===== src/rtl/riscv_pkg.sv =====
// Shared corev2 decode definitions: instruction width, major opcodes,
// instruction-queue entry type, issue state type and opcode pre-decode helpers.
package riscv;

  localparam int XLEN = 32;

  localparam logic [6:0] OPC_LOAD     = 7'b0000011;
  localparam logic [6:0] OPC_STORE    = 7'b0100011;
  localparam logic [6:0] OPC_BRANCH   = 7'b1100011;
  localparam logic [6:0] OPC_JAL      = 7'b1101111;
  localparam logic [6:0] OPC_JALR     = 7'b1100111;
  localparam logic [6:0] OPC_SYSTEM   = 7'b1110011;
  localparam logic [6:0] OPC_MISC_MEM = 7'b0001111;
  localparam logic [6:0] OPC_OP       = 7'b0110011;
  localparam logic [6:0] OPC_OP_IMM   = 7'b0010011;
  localparam logic [6:0] OPC_LUI      = 7'b0110111;
  localparam logic [6:0] OPC_AUIPC    = 7'b0010111;

  typedef struct packed {
    logic [XLEN-1:0] instr;
    logic [XLEN-1:0] pc;
  } ibuf_entry_t;

  typedef enum logic [0:0] {
    RUN  = 1'b0,
    HALT = 1'b1
  } issue_state_t;

  // Load or store: two of these must not share an issue group.
  function automatic logic opc_is_mem(input logic [6:0] opc);
    return (opc == OPC_LOAD) || (opc == OPC_STORE);
  endfunction

  // Control transfer: must be the last instruction of its group.
  function automatic logic opc_is_ctrl(input logic [6:0] opc);
    return (opc == OPC_BRANCH) || (opc == OPC_JAL) || (opc == OPC_JALR);
  endfunction

  // Serialising instruction: always issues alone.
  function automatic logic opc_is_serial(input logic [6:0] opc);
    return (opc == OPC_SYSTEM) || (opc == OPC_MISC_MEM);
  endfunction

  // Anything that is not a recognised 32-bit base opcode.
  function automatic logic opc_is_illegal(input logic [6:0] opc);
    logic known;
    case (opc)
      OPC_LOAD, OPC_STORE, OPC_BRANCH, OPC_JAL, OPC_JALR,
      OPC_SYSTEM, OPC_MISC_MEM, OPC_OP, OPC_OP_IMM,
      OPC_LUI, OPC_AUIPC: known = 1'b1;
      default:            known = 1'b0;
    endcase
    return (opc[1:0] != 2'b11) || !known;
  endfunction

endpackage


===== src/rtl/dec_ibuf.sv =====
// Two-in / two-out circular instruction queue. Pointers carry one extra
// wrap bit; the occupancy counter is kept explicitly. Flush clears the
// pointers and count and discards any same-cycle enqueue/dequeue.
module dec_ibuf
  import riscv::*;
#(
  parameter int DEPTH = 4
) (
  input  logic                       clk,
  input  logic                       reset,
  input  logic                       i_flush,
  input  logic [1:0]                 i_enq_cnt,
  input  ibuf_entry_t                i_enq0,
  input  ibuf_entry_t                i_enq1,
  input  logic [1:0]                 i_deq_cnt,
  output ibuf_entry_t                o_head0,
  output ibuf_entry_t                o_head1,
  output logic [$clog2(DEPTH):0]     o_count,
  output logic                       o_ready
);

  localparam int AW = $clog2(DEPTH);

  ibuf_entry_t   r_mem [DEPTH];
  logic [AW:0]   r_head;
  logic [AW:0]   r_tail;
  logic [AW:0]   r_count;

  logic [AW:0]   w_head1;
  logic [AW:0]   w_tail1;
  logic [AW:0]   w_enq_ext;
  logic [AW:0]   w_deq_ext;

  // Derived pointers and widened transfer counts.
  always_comb begin
    w_head1   = r_head + (AW+1)'(1);
    w_tail1   = r_tail + (AW+1)'(1);
    w_enq_ext = (AW+1)'(i_enq_cnt);
    w_deq_ext = (AW+1)'(i_deq_cnt);
  end

  // Queue storage, pointers and occupancy.
  always_ff @(posedge clk) begin
    if (reset) begin
      for (int i = 0; i < DEPTH; i++) begin
        r_mem[i] <= '0;
      end
      r_head  <= '0;
      r_tail  <= '0;
      r_count <= '0;
    end else if (i_flush) begin
      r_head  <= '0;
      r_tail  <= '0;
      r_count <= '0;
    end else begin
      if (i_enq_cnt != 2'd0) begin
        r_mem[r_tail[AW-1:0]] <= i_enq0;
      end
      if (i_enq_cnt == 2'd2) begin
        r_mem[w_tail1[AW-1:0]] <= i_enq1;
      end
      r_tail  <= r_tail + w_enq_ext;
      r_head  <= r_head + w_deq_ext;
      r_count <= r_count + w_enq_ext - w_deq_ext;
    end
  end

  // Head entries and a full-pair space indication from registered state.
  always_comb begin
    o_head0 = r_mem[r_head[AW-1:0]];
    o_head1 = r_mem[w_head1[AW-1:0]];
    o_count = r_count;
    o_ready = (r_count <= (AW+1)'(DEPTH - 2));
  end

endmodule


===== src/rtl/dec_issue_ctrl.sv =====
// Dual-lane decode issue controller: buffers fetch pairs in dec_ibuf,
// pre-decodes the two head entries, applies pairing rules and runs the
// RUN/HALT state machine (halt on issuing an illegal instruction).
// Optional build macro DEC_ISSUE_CTRL_PERF_EN adds pair/single/stall
// performance counters as extra outputs.
module dec_issue_ctrl
  import riscv::*;
#(
  parameter int IBUF_DEPTH = 4,
  parameter int XLEN       = riscv::XLEN
) (
  input  logic                          clk,
  input  logic                          reset,
  input  logic                          fet_line0_v_i,
  input  logic [XLEN-1:0]               fet_line0_instr_i,
  input  logic [XLEN-1:0]               fet_line0_pc_i,
  input  logic                          fet_line1_v_i,
  input  logic [XLEN-1:0]               fet_line1_instr_i,
  input  logic [XLEN-1:0]               fet_line1_pc_i,
  output logic                          fet_ready_o,
  output logic                          dec_line0_v_o,
  output logic [XLEN-1:0]               dec_line0_instr_o,
  output logic [XLEN-1:0]               dec_line0_pc_o,
  output logic                          dec_line1_v_o,
  output logic [XLEN-1:0]               dec_line1_instr_o,
  output logic [XLEN-1:0]               dec_line1_pc_o,
  input  logic                          ren_ready_i,
  input  logic                          flush_i,
  output logic                          halted_o,
  output logic [$clog2(IBUF_DEPTH):0]   ibuf_count_o
`ifdef DEC_ISSUE_CTRL_PERF_EN
  ,
  output logic [31:0]                   perf_pair_cnt_o,
  output logic [31:0]                   perf_single_cnt_o,
  output logic [31:0]                   perf_stall_cnt_o
`endif
);

  localparam int CNT_W = $clog2(IBUF_DEPTH) + 1;

  issue_state_t      r_state;
  ibuf_entry_t       w_head0;
  ibuf_entry_t       w_head1;
  ibuf_entry_t       w_enq0;
  ibuf_entry_t       w_enq1;
  logic [CNT_W-1:0]  w_count;
  logic              w_fet_ready;
  logic [1:0]        w_enq_cnt;
  logic [1:0]        w_deq_cnt;
  logic              w_lane0_v;
  logic              w_lane1_v;
  logic              w_mem0, w_mem1, w_ctrl0, w_ser0, w_ser1, w_ill0, w_ill1;
  logic              w_run;

  dec_ibuf #(
    .DEPTH (IBUF_DEPTH)
  ) u_ibuf (
    .clk       (clk),
    .reset     (reset),
    .i_flush   (flush_i),
    .i_enq_cnt (w_enq_cnt),
    .i_enq0    (w_enq0),
    .i_enq1    (w_enq1),
    .i_deq_cnt (w_deq_cnt),
    .o_head0   (w_head0),
    .o_head1   (w_head1),
    .o_count   (w_count),
    .o_ready   (w_fet_ready)
  );

  // Fetch-side enqueue: only whole pairs are accepted, slot 1 rides on slot 0.
  always_comb begin
    w_enq0.instr = fet_line0_instr_i;
    w_enq0.pc    = fet_line0_pc_i;
    w_enq1.instr = fet_line1_instr_i;
    w_enq1.pc    = fet_line1_pc_i;
    if (w_fet_ready && fet_line0_v_i) begin
      w_enq_cnt = fet_line1_v_i ? 2'd2 : 2'd1;
    end else begin
      w_enq_cnt = 2'd0;
    end
  end

  // Pre-decode of the two head entries and lane pairing decision.
  always_comb begin
    w_mem0  = opc_is_mem(w_head0.instr[6:0]);
    w_mem1  = opc_is_mem(w_head1.instr[6:0]);
    w_ctrl0 = opc_is_ctrl(w_head0.instr[6:0]);
    w_ser0  = opc_is_serial(w_head0.instr[6:0]);
    w_ser1  = opc_is_serial(w_head1.instr[6:0]);
    w_ill0  = opc_is_illegal(w_head0.instr[6:0]);
    w_ill1  = opc_is_illegal(w_head1.instr[6:0]);
    w_run   = (r_state == RUN);

    w_lane0_v = w_run && (w_count != CNT_W'(0));
    w_lane1_v = w_run && (w_count >= CNT_W'(2))
                && !(w_mem0 && w_mem1) && !w_ctrl0
                && !w_ser0 && !w_ser1 && !w_ill0 && !w_ill1;

    if (ren_ready_i) begin
      w_deq_cnt = {1'b0, w_lane0_v} + {1'b0, w_lane1_v};
    end else begin
      w_deq_cnt = 2'd0;
    end
  end

  // RUN/HALT state: halt once an illegal head leaves on lane 0; flush resumes.
  always_ff @(posedge clk) begin
    if (reset) begin
      r_state <= RUN;
    end else if (flush_i) begin
      r_state <= RUN;
    end else begin
      case (r_state)
        RUN:     r_state <= (w_lane0_v && ren_ready_i && w_ill0) ? HALT : RUN;
        HALT:    r_state <= HALT;
        default: r_state <= RUN;
      endcase
    end
  end

  // Issue outputs driven straight from the queue head so the decoder can flop them.
  always_comb begin
    fet_ready_o       = w_fet_ready;
    dec_line0_v_o     = w_lane0_v;
    dec_line0_instr_o = w_head0.instr;
    dec_line0_pc_o    = w_head0.pc;
    dec_line1_v_o     = w_lane1_v;
    dec_line1_instr_o = w_head1.instr;
    dec_line1_pc_o    = w_head1.pc;
    halted_o          = (r_state == HALT);
    ibuf_count_o      = w_count;
  end

`ifdef DEC_ISSUE_CTRL_PERF_EN
  logic [31:0] r_perf_pair;
  logic [31:0] r_perf_single;
  logic [31:0] r_perf_stall;

  // Performance counters: cleared only by reset, free-running with wrap.
  always_ff @(posedge clk) begin
    if (reset) begin
      r_perf_pair   <= 32'd0;
      r_perf_single <= 32'd0;
      r_perf_stall  <= 32'd0;
    end else begin
      if (ren_ready_i && w_lane0_v && w_lane1_v) begin
        r_perf_pair <= r_perf_pair + 32'd1;
      end
      if (ren_ready_i && w_lane0_v && !w_lane1_v) begin
        r_perf_single <= r_perf_single + 32'd1;
      end
      if (w_run && (w_count != CNT_W'(0)) && !ren_ready_i) begin
        r_perf_stall <= r_perf_stall + 32'd1;
      end
    end
  end

  // Counter outputs.
  always_comb begin
    perf_pair_cnt_o   = r_perf_pair;
    perf_single_cnt_o = r_perf_single;
    perf_stall_cnt_o  = r_perf_stall;
  end
`endif

endmodule

===== config.mk =====
export PLATFORM = sky130hd
export DESIGN_NAME = dec_issue_ctrl
export DESIGN_NICKNAME = d
export VERILOG_FILES = /design/src/rtl/riscv_pkg.sv /design/src/rtl/dec_ibuf.sv /design/src/rtl/dec_issue_ctrl.sv
export SDC_FILE = /design/constraint.sdc
export NUM_CORES = 1
export LEC_CHECK = 0
export CORE_UTILIZATION = 39
export CTS_BUF_LIST = sky130_fd_sc_hd__clkbuf_2
export DETAILED_ROUTE_END_ITERATION = 10
export DONT_BUFFER_PORTS = 1
export PLACE_DENSITY = 0.6
export SETUP_SLACK_MARGIN = 0.2
export SYNTH_ARGS = -nofsm -noshare
export SYNTH_HDL_FRONTEND = slang
export SYNTH_SLANG_ARGS = --single-unit

===== constraint.sdc =====
create_clock -name clk -period 9.1 [get_ports clk]
set_input_delay 1.365 -clock clk [delete_from_list [all_inputs] [get_ports clk]]
set_output_delay 1.365 -clock clk [all_outputs]
set_load 0.05 [all_outputs]

=== After elaboration in Yosys (flattened, before gate mapping) ===
Memories as Yosys holds them, arrays and structs flattened. A register that Yosys moved wholly into a read port is not among the register bits.
Cells that the tools add are included.

* Flip-flop bits (word level): 10
* Memory bits (writable): 256
* Word-level logic and storage cells: 99
* Memories: 1

* $add $sub $neg: 7
* Order comparisons: 2
* Equal/unequal tests: 25
* Muxes and demuxes: 24
* Bitwise operators: 1
* Reductions and logical operators: 35

{| class="wikitable"
|+ Memories
! name !! words !! width !! read ports !! clocked after memory_dff !! write ports !! RTL line !! RTL
|-
| u_ibuf.r_mem || 4 || 64 || 2 || 1 || 4 || dec_ibuf.sv:24 || <nowiki>ibuf_entry_t r_mem [DEPTH];</nowiki>
|}

{| class="wikitable"
|+ Operators by type and width
! kind !! number
|-
| 64-bit two-way mux || 2
|-
| 64-bit OR reduction || 2
|-
| 7-bit == test (second input constant) || 8
|-
| 7-bit by 6-bit == test with 1-bit output (second input constant) || 6
|-
| 7-bit by 5-bit == test with 1-bit output (second input constant) || 4
|-
| 11-bit OR reduction || 2
|-
| 1-bit two-way mux || 15
|-
| 7-bit by 2-bit == test with 1-bit output (second input constant) || 2
|-
| 7-bit by 4-bit == test with 1-bit output (second input constant) || 2
|-
| 1-bit logical AND || 12
|-
| 2-bit two-way mux || 6
|-
| 3-bit by 2-bit adder with 3-bit output || 3
|-
| 1-bit logical NOT || 8
|-
| 1-bit logical OR || 8
|-
| 2-bit by 1-bit adder with 2-bit output (second input constant) || 2
|-
| 2-bit != test (second input constant) || 2
|-
| 3-bit by 2-bit >= comparator with 1-bit output (second input constant) || 1
|-
| 3-bit by 2-bit <= comparator with 1-bit output (second input constant) || 1
|-
| 3-bit nonzero test || 1
|-
| 3-bit by 2-bit subtractor with 3-bit output || 1
|-
| 1-bit by 1-bit adder with 2-bit output || 1
|-
| 2-bit == test (second input constant) || 1
|-
| 1-bit one-hot mux with 2 select lines || 1
|-
| 2-bit nonzero test || 1
|-
| 2 further kinds || 2
|}

=== Longest topological paths before layout ===
An unclocked memory read counts as a cell.

* Depth after elaboration: 16
* Depth in mapped cells: 17

=== Modules after synthesis ===
From an unflattened synthesis, not the netlist that was laid out.

* Cells, all modules: 890
* Area, all modules: 14,440.1 um2

{| class="wikitable"
|+ By module, submodules not included
! module !! instances !! cells an instance !! area each (um2) !! seq. area each (um2)
|-
| dec_ibuf || 1 || 856 || 14,224.9 || 7,827.5
|-
| dec_issue_ctrl || 1 || 34 || 215.2 || 20.0
|}

=== Worst setup path before layout ===
Ideal clock, no wire load.

* Path type: register -> register
* From: register u_ibuf.r_head[0]
* To: register u_ibuf.r_count[2], in the netlist u_ibuf.o_count[2]
* Setup time: 0.117 ns
* Data arrival time: 4.900 ns
* Setup slack: 4.083 ns
* Stages on the path, launching flop included: 16
* Path buffers: 1
* Cells stage by stage: dfxtp_1 buf_6 mux4_2 nor2b_4 o211ai_1 o21ai_1 nor4_1 ha_1 nand2_1 xnor2_1 ha_1 inv_1 fa_1 xnor2_1 xnor2_1 nor2_1

* Longest elaborated chain between the ends: 15
* Elaborated cells on any way between the ends: 33
* Classes of those cells: add/sub (3); eq/ne (12); mux (2); reduce/logical (15); memory (1)

{| class="wikitable"
|+ Ends and longest elaborated chain
! element !! RTL line !! RTL
|-
| start: declaration || dec_ibuf.sv:25 || <nowiki>logic [AW:0] r_head;</nowiki>
|-
| start signal: assignment || dec_ibuf.sv:63 || <nowiki>r_head <= r_head + w_deq_ext;</nowiki>
|-
| 2-bit by 1-bit adder with 2-bit output * || dec_ibuf.sv:36 || <nowiki>w_head1 = r_head + (AW+1)'(1);</nowiki>
|-
| memory 4 x 64 bit * || - ||
|-
| parallel branches: the longest is 9 deep, another holds 11-bit OR reduction || - ||
|-
| 1-bit logical AND * || dec_issue_ctrl.sv:98 || <nowiki>&& !w_ser0 && !w_ser1 && !w_ill0 && !w_ill1;</nowiki>
|-
| named net dec_line1_v_o || dec_issue_ctrl.sv:24 || <nowiki>output logic dec_line1_v_o,</nowiki>
|-
| 1-bit by 1-bit adder with 2-bit output * || dec_issue_ctrl.sv:101 || <nowiki>w_deq_cnt = {1'b0, w_lane0_v} + {1'b0, w_lane1_v};</nowiki>
|-
| 2-bit two-way mux * || dec_issue_ctrl.sv:100 || <nowiki>if (ren_ready_i) begin</nowiki>
|-
| 3-bit by 2-bit subtractor with 3-bit output * || dec_ibuf.sv:64 || <nowiki>r_count <= r_count + w_enq_ext - w_deq_ext;</nowiki>
|-
| end signal: assignment || dec_ibuf.sv:64 ||
|-
| end: declaration || dec_ibuf.sv:27 || <nowiki>logic [AW:0] r_count;</nowiki>
|}

Mark *: on every way through the listed nets, which the timed path passes.
A chain may end at the register's enable or synchronous reset.

=== Worst setup path in the final report ===
* From: register u_ibuf.r_head[1]
* To: output dec_line1_v_o

* Longest elaborated chain between the ends: 12
* Elaborated cells on any way between the ends: 30
* Classes of those cells: add/sub (1); eq/ne (12); mux (1); reduce/logical (15); memory (1)

{| class="wikitable"
|+ Ends and longest elaborated chain
! element !! RTL line !! RTL
|-
| 2-bit by 1-bit adder with 2-bit output * || dec_ibuf.sv:36 ||
|-
| memory 4 x 64 bit * || - ||
|-
| named net dec_line1_instr_o[1] || dec_issue_ctrl.sv:25 || <nowiki>output logic [XLEN-1:0] dec_line1_instr_o,</nowiki>
|-
| parallel branches: the longest is 9 deep, another holds 11-bit OR reduction || - ||
|-
| 1-bit logical AND * || dec_issue_ctrl.sv:98 ||
|-
| end: declaration || dec_issue_ctrl.sv:24 ||
|}

Marked as above.

==> out/results.txt <==
For the sum of overflow across all layers after global routing, the log shows 0. TritonCTS built the clock tree. Ranked by total cell area, the synthesized netlist is headed by sky130_fd_sc_hd__edfxtp_1 54%, sky130_fd_sc_hd__mux4_2 20%, sky130_fd_sc_hd__a22o_1 12%. The post-synthesis async set-or-reset flop share works out to 0. Setup repair after global routing left no endpoint under its margin.

Buffers placed on the I/O ports in this run total 0. The initial antenna violation count was 1. Data on the critical path is required at its endpoint by 7.74 ns. The logs give 264 for the count of clock tree sinks and 75 for the largest net degree at the start of global routing. Buffers added to address setup during post-CTS repair amount to 0. After detailed routing, the number of remaining DRC violations is 40.

The number of fillers in the final layout was 3,265. The longest clock path from root to sink contains 3 buffers. The number of max-slew violations in the final report came out at 0.

In this run the worst path has a maximum fanout of 51. The share of Yosys cell area claimed by the top area cell type is 0.541. Clock-pin slew was measured on the worst setup and hold paths at 0.11 ns. The number of distinct standard cells referenced by the synthesized netlist is 39.

The total power is 2.86 mW, and the number of gates given a new drive strength after cts is 0. The number of levels the H-tree was split into is 3. The tools report the element type at the critical path end as an output port. Tightest slew margin relative to the limit: 0.264. In this run the clock root is driven by a sky130_fd_sc_hd__clkbuf_2.

The worst path needs 5.12 ns of the cycle, external delays included. The tools report the worst vdd rail ir drop as 0.0832 mV. The tools report the initial core utilization as 0.397.

The layout-stage area growth over the synthesis result works out to 6.62%. The kind of critical path was reg -> out. For this block, the via count after detailed routing is 8,910.

The flow ran to the end, but the final reports show violations. The number of cells produced by synthesis is 947, and the count of hold-fix buffers inserted at cts is 0. The tool flagged a number of max-cap violations equal to 0. The routed design has 38,800 um of wire.

Data arrives at the worst endpoint at 3.76 ns. The die covers 37,200 sq um. The first detailed-routing pass took 9 iterations. Based on the critical path, the design can be clocked at up to 195 MHz. For the part of the power in the clock network, the log shows 0.310. Global placement routability congestion: 0.772. The detail-routed via count per cell works out to 6.14. The power density over cell area is 189 nW/um^2. For this design the top-level I/O count stands at 269. The part of the cycle the worst path needs came out at 0.563. The area of the core region was 35,700 sq um. Counting every net in the synthesized netlist gives 1,086. The mapped netlist covers 14,200 sq um. For the pin with the worst max-slew slack, the measured transition is 1.10 ns.

The checks that failed: DRC. The synthesized design spends more area on one cell type than any other, namely sky130_fd_sc_hd__edfxtp_1. Once detail routing completed, the nets flagged for antenna violations numbered 0. The run gives 1,080 as the number of nets in the finished design. The logs give 0 ns for the accumulated negative setup slack and 1.93 mW for the internal power. Across the routed clock network, the largest skew measured is 0.0419 ns. The min-delay analysis places its worst path in the category in -> reg.

The count of final hold-check violations was 0; the number of warnings reported in the yosys synthesis log was 0. The fraction of power spent switching nets works out to 0.324. The most used flip-flop cell after synthesis is sky130_fd_sc_hd__edfxtp_1. Synthesis inferred 264 register bits. The logs give 618 for the number of design-rule violations left by the first detailed-router iteration and 0.513 for the sequential fraction of design power. The clock reaches the later pin of the worst-skew pair after 0.87 ns.

The die is 193 um wide. The placement row count was 69; the number of global-route vias before repair was 9,329. The synthesized area per cell was 15.0 sq um.

The die span in y was 193 um; the number of flops mapped to enable cells by yosys was 256. For this design the static power due to leakage is 5.03 nW. Setup violations remaining at the end of the flow were counted as 0. In this run the power spent charging and discharging nets is 0.928 mW. For the total global-route track usage, the log shows 0.210.

The relative contribution of combinational cells to total power was 0.178; the detailed placer's ending HPWL was 22,500 um. The sequential-to-total area share from yosys stat is 0.552. The number of clock buffers added by TritonCTS is 73. STA classifies the critical path startpoint as a flip-flop. Dividing the detail-routed wire length by the instance count gives 26.8 um. The layout cell share with drive strength beyond 1 is 0.273, and the wire length of the first global-routing pass is 57,300 um.
sequential cells by signal, indices dropped and copies added, names as in the netlist:
name / cells
halted_o: 1
u_ibuf.r_tail: 2
u_ibuf.o_count: 3
u_ibuf.r_mem: 256
u_ibuf.r_head: 2
layout by cell type, fill, tap and decap left out, types with 2 or more instances in the layout:
master	n
sky130_fd_sc_hd__edfxtp_1	256
sky130_fd_sc_hd__a22o_1	192
sky130_fd_sc_hd__nand2_1	134
sky130_fd_sc_hd__mux4_2	128
sky130_fd_sc_hd__clkbuf_2	103
sky130_fd_sc_hd__o21ai_0	36
sky130_fd_sc_hd__o21ai_1	30
sky130_fd_sc_hd__nor2_1	15
sky130_fd_sc_hd__clkinv_1	12
sky130_fd_sc_hd__buf_4	11
sky130_fd_sc_hd__xnor2_1	7
sky130_fd_sc_hd__nand3_1	6
sky130_fd_sc_hd__dfxtp_1	6
sky130_fd_sc_hd__inv_1	4
sky130_fd_sc_hd__inv_2	4
sky130_fd_sc_hd__a21oi_1	3
sky130_fd_sc_hd__nor3_1	3
sky130_fd_sc_hd__and2_1	3
sky130_fd_sc_hd__or3_4	3
sky130_fd_sc_hd__ha_1	3
sky130_fd_sc_hd__bufinv_16	3
sky130_fd_sc_hd__nor3b_2	2
sky130_fd_sc_hd__and2_4	2
sky130_fd_sc_hd__o211ai_1	2
sky130_fd_sc_hd__fa_1	2
sky130_fd_sc_hd__dfxtp_4	2
synthesized netlist by cell type, drive strengths merged, types with 5 or more instances:
cell    count
xnor2       7
mux4      128
nand3       6
edfxtp    256
dfxtp       8
nand2     134
nor2       15
clkbuf     16
and2        5
o21ai      66
buf        76
a22o      192
cell type report:
cell class / instances / area, sq um / share of cell area
diodes: 1 / 2.50 / 0.000165
clock buffers: 103 / 515 / 0.0340
clock inverters: 20 / 158 / 0.0104
inverters: 4 / 15.0 / 0.000991
multi-input cells: 587 / 5940 / 0.392
flip-flops and latches: 264 / 7860 / 0.519
well taps: 461 / 577 / 0.0381
repair buffers: 11 / 82.6 / 0.00545
critical path, stage by stage (launching register included):
cell and delay (ns):
sky130_fd_sc_hd__dfxtp_4 0.77, sky130_fd_sc_hd__buf_4 0.64, sky130_fd_sc_hd__mux4_2 0.56, sky130_fd_sc_hd__nand3_1 0.13, sky130_fd_sc_hd__a211oi_1 0.26, sky130_fd_sc_hd__a21oi_1 0.08
sky130_fd_sc_hd__nor4_2 0.21, sky130_fd_sc_hd__buf_4 0.24
per-stage QoR:
stage | hold WS (ns) | area [sq um] | std cells | util | setup slack [ns]
2_1_floorplan | 0.640 | 14200 | 947 | - | 4.08
3_3_place_gp | 0.734 | 14500 | 1327 | 0.405 | 3.82
3_5_place_dp | 0.756 | 14500 | 1327 | 0.405 | 3.72
4_1_cts | 0.544 | 15100 | 1450 | 0.424 | 3.77
5_1_grt | 0.581 | 15100 | 1451 | 0.424 | 3.69
6_report | 0.681 | 15100 | 1451 | 0.424 | 3.98
power groups by stage:
stage          clock [mW]  sequential [mW]  combinational, mW
2_1_floorplan           0             1.47              0.452
3_3_place_gp            0             1.49              0.511
3_5_place_dp            0             1.50              0.512
4_1_cts             0.911             1.47              0.514
5_1_grt             0.969             1.48              0.534
6_report            0.886             1.47              0.508
worst paths after layout:
path	slack, ns	to	start	depth (start not counted)
max	3.98	dec_line1_v_o	u_ibuf.r_head[1]	7
min	0.68	u_ibuf.r_mem[3][33]	fet_line1_instr_i[1]	2
min reg2reg	0.77	u_ibuf.r_tail[1]	u_ibuf.r_tail[1]	3
max reg2reg	4.05	u_ibuf.r_mem[2][59]	u_ibuf.o_count[0]	7
cells by family (layout without fill, tap and decap cells):
family                     count (synthesis)  after routing  share of synthesized area
xor gates and xnor gates                   8              8                    0.00493
DFF                                      264            264                      0.552
AOI/OAI and AO/OA                        268            268                      0.147
muxes                                    129            129                      0.204
buffers and inverters                     96            138                     0.0338
and+or+nand+nor                          177            177                     0.0525
other                                      0              1                          0
adders and majority gates                  5              5                    0.00546
per-layer routing:
layer	vias to the layer above	wire length, um	GRT usage
met5	-	0	0
met3	62	4930	0.0953
li1	3942	-	-
met2	383	19000	0.356
met4	0	769	0.0724
met1	4523	14200	0.231
Power figures use the tool's default switching activity.
